### config.mk
export PLATFORM = sky130hd
export DESIGN_NAME = day45_req_sequencer_flat
export DESIGN_NICKNAME = d
export VERILOG_FILES = /design/src/rtl/day45_req_sequencer_if.sv /design/src/rtl/day45_req_sequencer.sv /design/src/flat_wrapper.sv
export SDC_FILE = /design/constraint.sdc
export NUM_CORES = 1
export LEC_CHECK = 0
export BUFFER_PORTS_ARGS = -buffer_cell sky130_fd_sc_hd__buf_2
export CAP_MARGIN = 20
export CORE_AREA = 5 5 78 80
export CTS_BUF_LIST = sky130_fd_sc_hd__clkbuf_8
export DETAILED_ROUTE_END_ITERATION = 7
export DIE_AREA = 0 0 83 85
export PLACE_DENSITY = 0.79
export SLEW_MARGIN = 20
export SYNTH_ARGS = -nofsm -noshare
export SYNTH_HDL_FRONTEND = slang
export SYNTH_SLANG_ARGS = --single-unit
### constraint.sdc
create_clock -name clk -period 3.12 [get_ports clk]
set_clock_uncertainty 0.15 [all_clocks]
set_input_delay 0.78 -clock clk [delete_from_list [all_inputs] [get_ports clk]]
set_output_delay 0.78 -clock clk [all_outputs]
set_load 0.02 [all_outputs]
### src/rtl/day45_req_sequencer_if.sv
// Handshake bundle between the request sequencer, its requesters, the attached
// fixed-priority arbiter and the downstream service consumer.
interface day45_req_sequencer_if #(
   parameter int NUM_PORTS = 16
);
   localparam int ID_W = $clog2(NUM_PORTS);

   logic [NUM_PORTS-1:0] req_pulse_i;
   logic [NUM_PORTS-1:0] arb_req_o;
   logic [NUM_PORTS-1:0] arb_gnt_i;
   logic                 svc_valid_o;
   logic [ID_W-1:0]      svc_id_o;
   logic                 svc_ready_i;
   logic                 busy_o;
   logic [NUM_PORTS-1:0] done_o;

   // The sequencer itself.
   modport slave (
      input  req_pulse_i, arb_gnt_i, svc_ready_i,
      output arb_req_o, svc_valid_o, svc_id_o, busy_o, done_o
   );

   // The surroundings: requesters, arbiter and service consumer.
   modport master (
      output req_pulse_i, arb_gnt_i, svc_ready_i,
      input  arb_req_o, svc_valid_o, svc_id_o, busy_o, done_o
   );
endinterface

### src/rtl/day45_req_sequencer.sv
// Collects sticky port requests, hands them to an external fixed-priority arbiter,
// issues the winner downstream and runs a fixed-length service window per grant.
module day45_req_sequencer #(
   parameter int NUM_PORTS  = 16,
   parameter int SVC_CYCLES = 4
) (
   input  logic                 clk,
   input  logic                 reset,
   day45_req_sequencer_if.slave bus
);
   localparam int ID_W  = $clog2(NUM_PORTS);
   localparam int CNT_W = $clog2(SVC_CYCLES + 1);

   typedef enum logic [1:0] {IDLE, ISSUE, SERVICE, DONE} state_t;

   state_t               state_q;
   logic [NUM_PORTS-1:0] pending_q, pending_d;
   logic [NUM_PORTS-1:0] cur_q;
   logic [NUM_PORTS-1:0] done_q;
   logic [CNT_W-1:0]     cnt_q;
   logic                 valid_q;
   logic                 busy_q;
   logic                 gnt_ok;

   function automatic logic [ID_W-1:0] encode(input logic [NUM_PORTS-1:0] oh);
      logic [ID_W-1:0] id;
      id = '0;
      for (int i = 0; i < NUM_PORTS; i++) begin
         if (oh[i]) id = id | ID_W'(i);
      end
      return id;
   endfunction

   // NOTE: every signal assigned in always_comb gets a value on every path, so no latch is inferred.
   always_comb begin
      // done_q is non-zero only in DONE, where it equals cur_q; a strobe in that same cycle survives the clear.
      pending_d = (pending_q & ~done_q) | bus.req_pulse_i;
      gnt_ok    = (bus.arb_gnt_i != '0)
               && ((bus.arb_gnt_i & (bus.arb_gnt_i - NUM_PORTS'(1))) == '0)
               && ((bus.arb_gnt_i & ~pending_q) == '0);
   end

   // NOTE: sequential state uses non-blocking assignments so every register samples pre-edge values.
   always_ff @(posedge clk or posedge reset) begin
      if (reset) pending_q <= '0;
      else       pending_q <= pending_d;
   end

   always_ff @(posedge clk or posedge reset) begin
      if (reset) begin
         state_q <= IDLE;
         cur_q   <= '0;
         cnt_q   <= '0;
         valid_q <= 1'b0;
         busy_q  <= 1'b0;
         done_q  <= '0;
      end else begin
         case (state_q)
            IDLE: begin
               if (gnt_ok) begin
                  cur_q   <= bus.arb_gnt_i;
                  valid_q <= 1'b1;
                  busy_q  <= 1'b1;
                  state_q <= ISSUE;
               end
            end
            ISSUE: begin
               if (valid_q && bus.svc_ready_i) begin
                  cnt_q   <= CNT_W'(SVC_CYCLES - 1);
                  valid_q <= 1'b0;
                  state_q <= SERVICE;
               end
            end
            SERVICE: begin
               if (cnt_q == '0) begin
                  done_q  <= cur_q;
                  state_q <= DONE;
               end else begin
                  cnt_q <= cnt_q - CNT_W'(1);
               end
            end
            DONE: begin
               done_q  <= '0;
               busy_q  <= 1'b0;
               state_q <= IDLE;
            end
            default: state_q <= IDLE;
         endcase
      end
   end

   // The arbiter only sees requests while no transaction is in flight.
   assign bus.arb_req_o   = (state_q == IDLE) ? pending_q : '0;
   assign bus.svc_valid_o = valid_q;
   assign bus.svc_id_o    = valid_q ? encode(cur_q) : '0;
   assign bus.busy_o      = busy_q;
   assign bus.done_o      = done_q;
endmodule
### src/flat_wrapper.sv
// flat-port wrapper written by rule: the top's interface ports become plain ports
module day45_req_sequencer_flat 
#(
   parameter int NUM_PORTS  = 16,
   parameter int SVC_CYCLES = 4
)
  (clk, reset, bus_req_pulse_i, bus_arb_gnt_i, bus_svc_ready_i, bus_arb_req_o, bus_svc_valid_o, bus_svc_id_o, bus_busy_o, bus_done_o);
  day45_req_sequencer_if #(.NUM_PORTS(NUM_PORTS)) bus_i ();
  input  logic clk;
  input  logic reset;
  input wire logic [$bits(bus_i.req_pulse_i)-1:0] bus_req_pulse_i;
  input wire logic [$bits(bus_i.arb_gnt_i)-1:0] bus_arb_gnt_i;
  input wire logic [$bits(bus_i.svc_ready_i)-1:0] bus_svc_ready_i;
  output wire logic [$bits(bus_i.arb_req_o)-1:0] bus_arb_req_o;
  output wire logic [$bits(bus_i.svc_valid_o)-1:0] bus_svc_valid_o;
  output wire logic [$bits(bus_i.svc_id_o)-1:0] bus_svc_id_o;
  output wire logic [$bits(bus_i.busy_o)-1:0] bus_busy_o;
  output wire logic [$bits(bus_i.done_o)-1:0] bus_done_o;
  assign bus_i.req_pulse_i = bus_req_pulse_i;
  assign bus_i.arb_gnt_i = bus_arb_gnt_i;
  assign bus_i.svc_ready_i = bus_svc_ready_i;
  assign bus_arb_req_o = bus_i.arb_req_o;
  assign bus_svc_valid_o = bus_i.svc_valid_o;
  assign bus_svc_id_o = bus_i.svc_id_o;
  assign bus_busy_o = bus_i.busy_o;
  assign bus_done_o = bus_i.done_o;
  day45_req_sequencer #(.NUM_PORTS(NUM_PORTS), .SVC_CYCLES(SVC_CYCLES)) u_core (.clk(clk), .reset(reset), .bus(bus_i));
endmodule
==> flow_summary.ini <==
[routing]
vias = 2298
wl_per_cell_um = 16.9
viasPerCell = 5.54
drtPass1Iterations = 4
ant_nets = 0
drc = 0
first_iter_violations = 122
wl_um = 7020

[clocking]
cts_hold_buf = 0
clkTransAtPathRegs_ps = 90
clock-root-buffer = clkbuf_8
cts_tree = done
clock_path_buffers = 2
clock-sinks = 55
clk_latency_ps = 300
cts_setup_buffers = 0
cts_buffers = 5
cts_resized = 0
htreeDepth = 2

[timing]
rsz0062_at_grt = false
final_max_slew_viol_count = 0
setup_ws_ps = 197
slew-limit-headroom = 0.582
setup_viol = 0
finalCritPeriodShare = 0.937
tightest_slew_ps = 611
finalHoldViolations = 0
post-route-min-period_ps = 2920
max_freq_mhz = 342
timing.hold.ws_ps = 254

[synthesis]
muxShareOfSynthArea = 0.0810
synth_top_area_frac = 0.489
synth_edf_count = 0
synth_area_um2 = 2810
synth_compound_area_frac = 0.201
synthXorXnorAreaFrac = 0
synth_top_flop_cell = dfrtp_1
synth_top_family_by_area = compound AO/OA/AOI/OAI gates
synth_fa_ha_area_frac = 0.0267
yosysWarnings = 0
yosysMostFrequentCell = dfrtp_1
synth-async-reset-ratio = 1.00
ys_seq_area_frac = 0.489
yosys_register_bits = 55
synth_top_area_cell = dfrtp_1
synthCells = 256
synthesis.nets = 297
synth.avg_cell_area_um2 = 11.0
synthTopCellsByCount = 55 x dfrtp_1, 25 x inv_1, 16 x a22o_1, 14 x and2_1, 13 x a21o_1
synthTopCellsByArea = dfrtp_1 49%, mux2_4 5.3%, a22o_1 5.0%
netlist-cell-type-count = 50
synth-simple-area-share = 0.158

[cells_and_area]
design_area_um2 = 3440
drive_gt1_frac = 0.332
syn_to_final_growth_pct = 22.4
diodes = 0
fin_nets = 383

[global_route]
overflow = 0
grt_pass1_wl_um = 12100
grt_pass1_vias = 2446
grt_max_degree = 25
grtUsageTotal = 0.212
grt_antenna_before_repair = 0

[power]
irDropWorstVdd_mv = 0.313
power_mw = 2.12
leakage_nw = 1.74
p_per_area_nw_per_um2 = 617

[floorplan]
die_x_um = 83
die_h_um = 85
initial_core_util = 0.527
die_area_um2 = 7060
core_area_um2 = 5340
rows = 27
io_pins = 73

[critical_path]
rrSetupSlack_ps = 520
crit_path_start_kind = primary input
worstPathArrival_ps = 2970
r2r_cells = 7
crit_path_max_fanout = 7
critPathKind = in -> reg
cp.required_ps = 3160
crit_path_end_kind = flop
timing.rr.end = u_core.cur_q[0]
reg2reg_from = u_core.pending_q[13]

[place]
port_buffers = 72
gp_congestion = 0.901
dp_hpwl_um = 5360
pre_cts_ws_ps = -128
placed_area_um2 = 3340

[worst_hold_path]
hold_path.class = in -> async

[run_status]
status = finished, final reports clean

[flow_run]
drv_cap = 0
## how the worst max path moves through the flow
stage                      start  cells after the start               to
6_report       bus_arb_gnt_i[13]                      8  u_core.cur_q[0]
5_1_grt        bus_arb_gnt_i[13]                      8  u_core.cur_q[9]
4_1_cts        bus_arb_gnt_i[13]                      8  u_core.cur_q[9]
3_5_place_dp   bus_arb_gnt_i[13]                      8  u_core.cur_q[0]
3_3_place_gp   bus_arb_gnt_i[13]                      8  u_core.cur_q[0]
2_1_floorplan  bus_arb_gnt_i[11]                      7  u_core.cur_q[0]
## cells in the final DEF (no fill, tap or decap), types with 10 or more instances in the layout
cell type,count
buf_2,72
buf_4,12
a21o_1,13
mux2_4,10
dfrtp_1,55
nor2_1,12
and2_1,14
inv_1,25
nor2b_1,10
a22o_1,16
## final cells by class
class	count	area [um^2]
multi-input combinational	170	1310
timing repair buffer	85	470
fill	466	1890
tap	72	90.1
sequential	55	1380
inverter	25	93.8
clock inverter	1	3.75
clock buffer	7	96.3
## kinds of logic (layout without fill, tap and decap cells)
family	after synthesis	in the layout
flip-flops	55	55
multiplexers	17	17
adder cells (fa/ha/maj)	6	6
buffers and inverters	31	118
AO/OA/AOI/OAI	76	76
AND/OR/NAND/NOR	71	71
## per-layer routing
layer / vias to the layer above / track usage / wire length [um]
met2: 68 / 0.362 / 3470
met1: 1124 / 0.272 / 3130
met4: 0 / 0.0609 / 114
met3: 11 / 0.0447 / 305
li1: 1095 / - / -
met5: - / 0 / 0
## where the power goes
group | leakage [nW] | internal [mW] | switching (mW) | total [mW]
combinational | 1.02 | 0.335 | 0.560 | 0.895
clock | 0.0557 | 0.200 | 0.220 | 0.419
sequential | 0.666 | 0.757 | 0.0538 | 0.811
## worst max-delay path, cell delays in order
cell,delay [ps]
buf_2,140
nor2b_1,140
a2111oi_0,580
o2111ai_1,280
nor4b_4,390
nand4_4,150
buf_4,210
mux2_4,290
## registers in the layout, summed over array words and instances, names as in the netlist
register	flops
u_core.cnt_q	3
u_core.bus.svc_valid_o	1
u_core.bus.done_o	16
u_core.pending_q	16
u_core.bus.busy_o	1
u_core.state_q	2
u_core.cur_q	16
## per-stage QoR
step / setup TNS (ps) / utilization / cells
after detailed placement: -1750 / 0.626 / 407
after CTS: 0 / 0.645 / 415
final: 0 / 0.645 / 415
after floorplan: 0 / - / 256
after global routing: 0 / 0.645 / 415
after global placement: -1380 / 0.626 / 407
(Power assumes the default switching activity.)
